--- src/rtl/risc_ctrl_pkg.sv ---
// Shared types for the RISC_16 control sequencer.
// FSM states, opcode constants and opcode-class decode.
package risc_ctrl_pkg;

   typedef enum logic [2:0] {
      FETCH,
      DECODE,
      EXEC,
      MEM,
      WB,
      HALT
   } state_t;

   typedef enum logic [2:0] {
      CLS_ALU,
      CLS_LOAD,
      CLS_STORE,
      CLS_BRANCH,
      CLS_HALT,
      CLS_NOP
   } opclass_t;

   localparam logic [3:0] OP_ALU_MAX = 4'h7;
   localparam logic [3:0] OP_LOAD    = 4'h8;
   localparam logic [3:0] OP_STORE   = 4'h9;
   localparam logic [3:0] OP_BRANCH  = 4'hA;
   localparam logic [3:0] OP_HALT    = 4'hF;

   // ext flags nonzero opcode bits above the 4-bit core field
   function automatic opclass_t op_class(
      input logic [3:0] op,
      input logic       ext
   );
      opclass_t c;
      c = CLS_NOP;
      if (!ext) begin
         unique case (1'b1)
            (op <= OP_ALU_MAX): c = CLS_ALU;
            (op == OP_LOAD):    c = CLS_LOAD;
            (op == OP_STORE):   c = CLS_STORE;
            (op == OP_BRANCH):  c = CLS_BRANCH;
            (op == OP_HALT):    c = CLS_HALT;
            default:            c = CLS_NOP;
         endcase
      end
      return c;
   endfunction

endpackage

--- src/rtl/risc_ctrl_seq_if.sv ---
// Sequencer bus: memory handshake, IR/ALU inputs,
// phase strobes and status outputs.
interface risc_ctrl_seq_if #(
   parameter int ADDR_W = 6,
   parameter int OPC_W  = 4,
   parameter int CNT_W  = 16
);
   logic [OPC_W-1:0]  opcode;
   logic              mem_ack;
   logic              branch_taken;
   logic [ADDR_W-1:0] branch_target;
   logic [ADDR_W-1:0] instruction_addr;
   logic              pc_enable;
   logic              ir_enable;
   logic              mem_enable;
   logic              reg_enable;
   logic              mem_req;
   logic              halted;
   logic              fault;
   logic [CNT_W-1:0]  retired;

   modport master (
      input  opcode, mem_ack, branch_taken, branch_target,
      output instruction_addr, pc_enable, ir_enable,
      output mem_enable, reg_enable, mem_req,
      output halted, fault, retired
   );

   modport slave (
      output opcode, mem_ack, branch_taken, branch_target,
      input  instruction_addr, pc_enable, ir_enable,
      input  mem_enable, reg_enable, mem_req,
      input  halted, fault, retired
   );
endinterface

--- src/rtl/risc_mem_wait_timer.sv ---
// Counts cycles a memory request waits for ack and
// flags a timeout on the last permitted wait cycle.
module risc_mem_wait_timer #(
   parameter int WAIT_MAX = 7
) (
   input  logic clk,
   input  logic rst,
   input  logic busy,
   input  logic ack,
   output logic timeout
);
   localparam int CW = $clog2(WAIT_MAX + 1);

   logic [CW-1:0] cnt_q;
   logic [CW-1:0] cnt_d;

   // Count only while waiting; any ack or idle clears.
   always_comb begin
      cnt_d   = '0;
      timeout = 1'b0;
      if (busy && !ack) begin
         cnt_d   = cnt_q + 1'b1;
         timeout = (cnt_q == CW'(WAIT_MAX - 1));
      end
   end

   // Wait counter register.
   always_ff @(posedge clk) begin
      if (rst) cnt_q <= '0;
      else     cnt_q <= cnt_d;
   end
endmodule

--- src/rtl/risc_ctrl_seq.sv ---
// Multi-cycle control sequencer: PC, phase strobes,
// memory handshake, branch redirect, halt, retire count.
module risc_ctrl_seq
   import risc_ctrl_pkg::*;
#(
   parameter int ADDR_W   = 6,
   parameter int OPC_W    = 4,
   parameter int RESET_PC = 0,
   parameter int WAIT_MAX = 7,
   parameter int CNT_W    = 16
) (
   input logic           clk,
   input logic           rst,
   risc_ctrl_seq_if.master bus
);
   localparam int XW = (OPC_W > 4) ? OPC_W : 5;

   state_t            state_q, state_d;
   opclass_t          cls_q, cls_d;
   logic [ADDR_W-1:0] pc_q, pc_d;
   logic [CNT_W-1:0]  ret_q, ret_d;
   logic              fault_q, fault_d;
   logic              retire;
   logic              wait_busy;
   logic              timeout;
   logic [XW-1:0]     opc_x;

   logic pc_en, ir_en, mem_en, reg_en, req, hlt;

   assign opc_x     = XW'(bus.opcode);
   assign wait_busy = (state_q == FETCH) || (state_q == MEM);

   risc_mem_wait_timer #(.WAIT_MAX(WAIT_MAX)) u_timer (
      .clk     (clk),
      .rst     (rst),
      .busy    (wait_busy),
      .ack     (bus.mem_ack),
      .timeout (timeout)
   );

   // Next-state, PC/retire update and phase strobes.
   always_comb begin
      state_d = state_q;
      cls_d   = cls_q;
      pc_d    = pc_q;
      fault_d = fault_q;
      retire  = 1'b0;
      pc_en   = 1'b0;
      ir_en   = 1'b0;
      mem_en  = 1'b0;
      reg_en  = 1'b0;
      req     = 1'b0;
      hlt     = 1'b0;
      unique case (state_q)
         FETCH: begin
            req = 1'b1;
            if (bus.mem_ack) begin
               ir_en   = 1'b1;
               state_d = DECODE;
            end else if (timeout) begin
               fault_d = 1'b1;
               state_d = HALT;
            end
         end
         DECODE: begin
            pc_en = 1'b1;
            pc_d  = pc_q + 1'b1;
            cls_d = op_class(opc_x[3:0], |opc_x[XW-1:4]);
            unique case (cls_d)
               CLS_ALU, CLS_BRANCH: state_d = EXEC;
               CLS_LOAD, CLS_STORE: state_d = MEM;
               CLS_HALT: begin
                  retire  = 1'b1;
                  state_d = HALT;
               end
               default: begin
                  retire  = 1'b1;
                  state_d = FETCH;
               end
            endcase
         end
         EXEC: begin
            if (cls_q == CLS_BRANCH) begin
               retire  = 1'b1;
               state_d = FETCH;
               if (bus.branch_taken) begin
                  pc_en = 1'b1;
                  pc_d  = bus.branch_target;
               end
            end else begin
               state_d = WB;
            end
         end
         MEM: begin
            mem_en = 1'b1;
            req    = 1'b1;
            if (bus.mem_ack) begin
               if (cls_q == CLS_LOAD) begin
                  state_d = WB;
               end else begin
                  retire  = 1'b1;
                  state_d = FETCH;
               end
            end else if (timeout) begin
               fault_d = 1'b1;
               state_d = HALT;
            end
         end
         WB: begin
            reg_en  = 1'b1;
            retire  = 1'b1;
            state_d = FETCH;
         end
         HALT: hlt = 1'b1;
         default: state_d = FETCH;
      endcase
      ret_d = ret_q;
      if (retire && (ret_q != {CNT_W{1'b1}})) begin
         ret_d = ret_q + 1'b1;
      end
   end

   // Outputs read idle while reset is held.
   always_comb begin
      bus.pc_enable  = pc_en  && !rst;
      bus.ir_enable  = ir_en  && !rst;
      bus.mem_enable = mem_en && !rst;
      bus.reg_enable = reg_en && !rst;
      bus.mem_req    = req    && !rst;
      bus.halted     = hlt    && !rst;
   end

   assign bus.instruction_addr = pc_q;
   assign bus.retired          = ret_q;
   assign bus.fault            = fault_q;

   // State, PC, class, counter and fault registers.
   always_ff @(posedge clk) begin
      if (rst) begin
         state_q <= FETCH;
         cls_q   <= CLS_NOP;
         pc_q    <= ADDR_W'(RESET_PC);
         ret_q   <= '0;
         fault_q <= 1'b0;
      end else begin
         state_q <= state_d;
         cls_q   <= cls_d;
         pc_q    <= pc_d;
         ret_q   <= ret_d;
         fault_q <= fault_d;
      end
   end
endmodule

--- src/flat_wrapper.sv ---
// flat-port wrapper written by rule: the top's interface ports become plain ports
module risc_ctrl_seq_flat import risc_ctrl_pkg::*;
#(
   parameter int ADDR_W   = 6,
   parameter int OPC_W    = 4,
   parameter int RESET_PC = 0,
   parameter int WAIT_MAX = 7,
   parameter int CNT_W    = 16
)
  (clk, rst, bus_opcode, bus_mem_ack, bus_branch_taken, bus_branch_target, bus_instruction_addr, bus_pc_enable, bus_ir_enable, bus_mem_enable, bus_reg_enable, bus_mem_req, bus_halted, bus_fault, bus_retired);
  risc_ctrl_seq_if #(.ADDR_W(ADDR_W), .OPC_W(OPC_W), .CNT_W(CNT_W)) bus_i ();
  input logic clk;
  input logic rst;
  input wire logic [$bits(bus_i.opcode)-1:0] bus_opcode;
  input wire logic [$bits(bus_i.mem_ack)-1:0] bus_mem_ack;
  input wire logic [$bits(bus_i.branch_taken)-1:0] bus_branch_taken;
  input wire logic [$bits(bus_i.branch_target)-1:0] bus_branch_target;
  output wire logic [$bits(bus_i.instruction_addr)-1:0] bus_instruction_addr;
  output wire logic [$bits(bus_i.pc_enable)-1:0] bus_pc_enable;
  output wire logic [$bits(bus_i.ir_enable)-1:0] bus_ir_enable;
  output wire logic [$bits(bus_i.mem_enable)-1:0] bus_mem_enable;
  output wire logic [$bits(bus_i.reg_enable)-1:0] bus_reg_enable;
  output wire logic [$bits(bus_i.mem_req)-1:0] bus_mem_req;
  output wire logic [$bits(bus_i.halted)-1:0] bus_halted;
  output wire logic [$bits(bus_i.fault)-1:0] bus_fault;
  output wire logic [$bits(bus_i.retired)-1:0] bus_retired;
  assign bus_i.opcode = bus_opcode;
  assign bus_i.mem_ack = bus_mem_ack;
  assign bus_i.branch_taken = bus_branch_taken;
  assign bus_i.branch_target = bus_branch_target;
  assign bus_instruction_addr = bus_i.instruction_addr;
  assign bus_pc_enable = bus_i.pc_enable;
  assign bus_ir_enable = bus_i.ir_enable;
  assign bus_mem_enable = bus_i.mem_enable;
  assign bus_reg_enable = bus_i.reg_enable;
  assign bus_mem_req = bus_i.mem_req;
  assign bus_halted = bus_i.halted;
  assign bus_fault = bus_i.fault;
  assign bus_retired = bus_i.retired;
  risc_ctrl_seq #(.ADDR_W(ADDR_W), .OPC_W(OPC_W), .RESET_PC(RESET_PC), .WAIT_MAX(WAIT_MAX), .CNT_W(CNT_W)) u_core (.clk(clk), .rst(rst), .bus(bus_i));
endmodule
--- config.mk ---
export PLATFORM = sky130hd
export DESIGN_NAME = risc_ctrl_seq_flat
export DESIGN_NICKNAME = d
export VERILOG_FILES = /design/src/rtl/risc_ctrl_pkg.sv /design/src/rtl/risc_ctrl_seq_if.sv /design/src/rtl/risc_mem_wait_timer.sv /design/src/rtl/risc_ctrl_seq.sv /design/src/flat_wrapper.sv
export SDC_FILE = /design/constraint.sdc
export NUM_CORES = 1
export LEC_CHECK = 0
export ABC_AREA = 1
export ABC_CLOCK_PERIOD_IN_PS = 2200
export CAP_MARGIN = 20
export CORE_MARGIN = 10
export CORE_UTILIZATION = 25
export DETAILED_ROUTE_END_ITERATION = 16
export PLACE_DENSITY = 0.5
export SLEW_MARGIN = 30
export SYNTH_ARGS = -nofsm -noshare
export SYNTH_HDL_FRONTEND = slang
export SYNTH_SLANG_ARGS = --single-unit
--- constraint.sdc ---
create_clock -name clk -period 2.2 [get_ports clk]
set_input_delay 0.44 -clock clk [delete_from_list [all_inputs] [get_ports clk]]
set_output_delay 0.44 -clock clk [all_outputs]
set_load 0.02 [all_outputs]
==> flow_summary.yaml, run 1 <==
setup_path:
  crit_slowest_cell: "clkdlybuf4s50_1"
  cp.required_ns: 1.76
  critPathCaptureType: "output pin"
  start_kind: "input pin"
  path_max_fanout: 2
  crit_path_cell_trace: "clkdlybuf4s50_1 > inv_1 > nor2_1 > nand2_1 > nand2_2 > inv_2 > nor2_1 > dlygate4sd2_1"
  arrival_ns: 1.64
  crit_buf_inv: 4
  crit_family: "buffers and inverters"
  r2r_cells: 9
  cpMostUsedCell: "nor2_1"
  max_stage_delay_ns: 0.45
  cp.depth: 8
  timing_worst_setup_path_type: "in2out"
detailed_routing:
  via_per_inst: 4.47
  dr.pass1.iters: 4
  drt-total-wl_microns: 5250
  wl_per_cell_microns: 11.9
  drtIter0Drc: 70
  drc_errors: 0
  vias: 1973
  ant_nets: 0
cts:
  path_clk_slew_ns: 0.06
  worst_skew_pair.late_latency_ns: 0.28
  root_buffer: "clkbuf_8"
  cts_tree: "done"
  post-cts-setup-buffers: 0
  ctsLongestPathBuffers: 2
  clock_sinks: 32
  htreeDepth: 2
  cts_buffers: 5
synth:
  synth_flop_cell: "dfxtp_1"
  synthesis.area_sq_um: 1910
  netlist_top_cells_area: "dfxtp_1 34%, nand2_1 14%, nand3_1 8.1%, nor2_1 7.3%, a21oi_2 4.6%"
  synth_top_area_share_pct: 33.6
  synth-async-reset-ratio_pct: 0
  yosysWarnings: 0
  synth_area_per_cell_sq_um: 6.74
  synth.distinct_cells: 34
  yosysSeqAreaShare_pct: 33.6
  netlist.top_cell.by_area: "dfxtp_1"
  yosys-top-cells-count: "72 x nand2_1, 37 x nor2_1, 32 x dfxtp_1, 31 x nand3_1, 19 x inv_1"
  synth_most_common_cell: "nand2_1"
  synth_edf_count: 0
  syn-num-nets: 301
  syn_inst: 283
  ys_seq_elements: 32
finish:
  nets: 359
  layout-drive-gt1-share_pct: 13.7
  final_cells: 441
  diodes: 0
  syn_to_final_growth_pct: 37.6
  fillers: 804
  finish.instance_area_sq_um: 2620
timing:
  slew-limit-headroom_pct: 82.1
  fin_crit_ns: 2.08
  hold_violations: 0
  setup_tns_ns: 0
  setup_viol: 0
  fin_crit_sh_pct: 94.6
  rsz0062_at_grt: "false"
  final_max_slew_viol_count: 0
  tightest_slew_ns: 0.265
  fin_skew_ns: 0.00730
  fmax_ghz: 0.481
power:
  switching_power_mw: 0.377
  p_per_area_nw_per_um2: 511
  seqPwrFrac_pct: 46.2
  power.internal_mw: 0.963
  ir_worst_vdd_mv: 0.207
  swShare_pct: 28.1
  p_leak_nw: 1.00
  p_clk_share_pct: 35.5
  power_frac_comb_pct: 18.3
floorplan:
  die_x_microns: 107
  ios: 43
  rows: 31
  die_h_microns: 107
  initial_utilization_pct: 26.0
  core_sq_um: 7330
  die_area_sq_um: 11500
global_route:
  grt_max_degree: 17
  grt_overflow_total: 0
  grt_use_total_pct: 9.27
  grt_pass1_wl_microns: 8780
  antenna_found_initial: 0
  grt_pass1_vias: 1801
place:
  post-dp-hpwl_microns: 4030
  dpl-instance-area_sq_um: 2540
  portBuffers: 42
  place_inst: 433
  gp_congestion: 0.789
min_path:
  whs_path_depth: 1
  hold_path.class: "reg2reg"
run_status:
  outcome: "finished clean"
run:
  cap_violations: 0
## worst paths after layout
| path | endpoint | startpoint | slack (ns) |
|---|---|---|---|
| worst min register to register | u_core.u_timer.cnt_q[0] | u_core.u_timer.cnt_q[0] | 0.45 |
| worst max register to register | u_core.bus.retired[0] | u_core.bus.retired[1] | 0.47 |
| worst min-delay path | u_core.u_timer.cnt_q[0] | u_core.u_timer.cnt_q[0] | 0.45 |
| worst max-delay path | bus_pc_enable | bus_branch_taken | 0.12 |
## worst reg2reg max path, stage by stage (launching register included)
cell and delay (ns):
dfxtp_1 0.41, ha_1 0.24, nand3_1 0.13, nor2_4 0.13, nand2_2 0.09, nor2_4 0.10, nand2_4 0.14, nand2_4 0.22
nand2_1 0.09, a21oi_2 0.12
## metrics by stage
step	setup slack (ns)	hold WS, ns	utilization (%)	power (mW)
after floorplan	0.443	0.417	-	0.767
after detailed placement	-0.167	0.445	34.7	0.884
after global placement	-0.181	0.437	34.7	0.885
after global routing	0.00437	0.469	35.8	1.41
after CTS	0.112	0.460	35.8	1.36
final	0.119	0.451	35.8	1.34
## layout by cell type, fill, tap and decap left out, types with 2 or more instances in the layout
cell	instances
nand3_1	31
o211ai_1	2
nor3_1	4
inv_2	2
dlygate4sd2_1	6
o21ai_0	13
a21oi_1	15
inv_1	19
nor2_4	2
xor2_1	3
ha_1	4
buf_4	14
clkbuf_1	2
nand2_4	2
nor2_1	37
nand4_1	6
xnor2_1	4
nand2_2	3
clkbuf_8	6
o21ai_1	3
nor2_2	3
nand2_1	72
clkdlybuf4s50_1	36
a21oi_2	10
dfxtp_1	32
## layout make-up
type,instances,area [sq um],share of cell area [%]
Sequential cell,32,641,24.4
Inverter,22,82.6,3.15
Multi-Input combinational cell,223,1150,43.8
Clock buffer,8,90.1,3.43
Timing Repair Buffer,57,538,20.5
Tap cell,99,124,4.72
## flip-flops by register name, summed over array words and instances (netlist names)
register	count
u_core.cls_q	3
u_core.u_timer.cnt_q	3
u_core.bus.instruction_addr	6
u_core.bus.fault	1
u_core.state_q	3
u_core.bus.retired	16
## logic make-up (layout without fill, tap and decap cells)
group	after synthesis	count (layout)	share of synthesized area [%]
and+or+nand+nor	164	164	38.8
AOI/OAI and AO/OA	48	48	15.6
DFF	32	32	33.6
buffers and inverters	28	87	6.17
xor gates and xnor gates	7	7	3.22
adders and majority gates	4	4	2.62
## power groups by stage
stage	Sequential (mW)	Combinational, mW	Clock [mW]
after CTS	0.619	0.248	0.497
after detailed placement	0.632	0.251	0
final	0.619	0.245	0.476
after floorplan	0.638	0.129	0
after global placement	0.632	0.252	0
after global routing	0.623	0.275	0.517
## per-layer routing
layer,vias up,GRT usage [%],part of all wire (%)
met5,-,0,0
met2,28,13.5,43
met3,5,3.29,5.6
met1,884,12.3,51
met4,0,3.44,1.2
li1,1056,-,-
## timing repair
item / 4_1_cts / 5_1_grt
hold buffers: 0 / 0
resized for setup: 6 / 0
setup endpoints to repair: 6 / 0
Power figures use the tool's default switching activity.
==> inputs of run 2 (changes only) <==
- CELL_PAD_IN_SITES_DETAIL_PLACEMENT: default -> 0
- CELL_PAD_IN_SITES_GLOBAL_PLACEMENT: default -> 1
- CTS_CLUSTER_DIAMETER: default -> 40
- DONT_BUFFER_PORTS: default -> 1
- PLACE_DENSITY: 0.5 -> 0.55
==> run 2 against run 1 <==
Against the previous run:
- total power shrank 2.8%
- first-iteration DRC count fell by 16%
- cell area decreased by 14%
==> flow_summary.yaml, run 2 (synthesis results as in run 1) <==
cts:
  path_clk_slew_ns: 0.07
  worst_skew_pair.late_latency_ns: 0.29
  root_buffer: "clkbuf_8"
  clock_sinks: 32
  ctsLongestPathBuffers: 2
  htreeDepth: 2
  cts_tree: "done"
  post-cts-setup-buffers: 0
  cts_buffers: 5
detailed_routing:
  via_per_inst: 4.57
  drc_errors: 0
  dr.pass1.iters: 4
  ant_nets: 0
  drt-total-wl_microns: 5620
  drtIter0Drc: 59
  vias: 1845
  wl_per_cell_microns: 13.9
floorplan:
  die_x_microns: 107
  die_area_sq_um: 11500
  rows: 31
  initial_utilization_pct: 26.0
  die_h_microns: 107
  core_sq_um: 7330
  ios: 43
place:
  portBuffers: 0
  post-dp-hpwl_microns: 4180
  gp_congestion: 0.772
  dpl-instance-area_sq_um: 2150
global_route:
  grt_overflow_total: 0
  grt_max_degree: 27
  grt_use_total_pct: 10.1
  grt_pass1_vias: 1750
  grt_pass1_wl_microns: 9410
  antenna_found_initial: 0
finish:
  largest_reg_flops: 16
  layout_common_cells: "72 x nand2_1, 36 x nor2_1, 32 x dfxtp_1"
  syn_to_final_growth_pct: 18.6
  finish.instance_area_sq_um: 2260
  diodes: 0
  final_common_cell: "nand2_1"
  nets: 323
  layout-drive-gt1-share_pct: 18.0
setup_path:
  crit_slowest_cell: "a21oi_1"
  cp.required_ns: 1.76
  path_max_fanout: 6
  timing_worst_setup_path_type: "reg2out"
  critPathCaptureType: "output pin"
  crit_path_cell_trace: "inv_2 > nand3_1 > a21oi_1"
  start_kind: "flop"
  max_stage_delay_ns: 0.54
  arrival_ns: 1.54
timing:
  rsz0062_at_grt: "false"
  fin_crit_sh_pct: 89.8
  fmax_ghz: 0.506
  fin_skew_ns: 0.00489
  final_max_slew_viol_count: 0
  setup_tns_ns: 0
  slew-limit-headroom_pct: 64.1
  hold_violations: 0
  tightest_slew_ns: 0.539
  fin_crit_ns: 1.98
  setup_viol: 0
power:
  ir_worst_vdd_mv: 0.174
  power_frac_comb_pct: 12.7
  switching_power_mw: 0.372
  power.internal_mw: 0.931
  seqPwrFrac_pct: 48.0
  p_per_area_nw_per_um2: 576
  swShare_pct: 28.5
  p_clk_share_pct: 39.3
  p_leak_nw: 0.870
run_status:
  outcome: "finished clean"
min_path:
  hold_path.class: "in2reg"
run:
  cap_violations: 0
==> run 2: final timing paths <==
check / startpoint / endpoint / slack, ns / cells past startpoint
setup / recovery: u_core.state_q[2] / bus_mem_req / 0.22 / 3
hold / removal: rst / u_core.bus.retired[2] / 0.20 / 1
setup reg to reg: u_core.state_q[2] / u_core.bus.retired[9] / 0.48 / 8
hold reg to reg: u_core.u_timer.cnt_q[0] / u_core.u_timer.cnt_q[0] / 0.46 / 1
==> run 2: critical path, delay by kind of cell, from the launching register on <==
kind / cells / cell delay [ns]
AOI/OAI and AO/OA: 1 / 0.54
buffers and inverters: 1 / 0.12
DFF: 1 / 0.36
and+or+nand+nor: 1 / 0.23
==> run 2: metal layers <==
metal | wire [microns] | up-vias | GRT usage [%]
met5 | 0 | - | 0
met3 | 444 | 6 | 4.07
met1 | 2650 | 820 | 12.8
met2 | 2460 | 38 | 15.2
met4 | 62 | 0 | 3.15
li1 | - | 981 | -
==> run 2: final cells by class <==
class / instances / area (sq um)
timing repair buffer: 21 / 158
multi-input combinational: 223 / 1160
inverter: 22 / 82.6
tap: 99 / 124
sequential: 32 / 641
clock buffer: 7 / 96.3
fill: 804 / 5070
==> run 2: what timing repair did <==
| item | 4_1_cts | 5_1_grt |
|---|---|---|
| resized for setup | 0 | 3 |
| hold buffers | 0 | 0 |
| endpoints found under the setup margin | 0 | 1 |
==> run 2: metrics by stage <==
step / hold WS (ns) / setup WS (ns) / power, mW / cells / utilization [%]
floorplan: 0.417 / 0.443 / 0.767 / 283 / -
global placement: 0.435 / 0.368 / 0.804 / 397 / 29.4
detailed placement: 0.445 / 0.339 / 0.802 / 397 / 29.4
CTS: 0.196 / 0.0191 / 1.32 / 404 / 30.7
global route: 0.192 / 0.0813 / 1.37 / 404 / 30.9
finish: 0.204 / 0.225 / 1.30 / 404 / 30.9
==> run 2: power by group through the flow <==
stage / combinational, mW / clock, mW / sequential [mW]
after floorplan: 0.129 / 0 / 0.638
after global placement: 0.166 / 0 / 0.638
after detailed placement: 0.164 / 0 / 0.638
after CTS: 0.164 / 0.528 / 0.625
after global routing: 0.190 / 0.554 / 0.628
final: 0.165 / 0.513 / 0.625
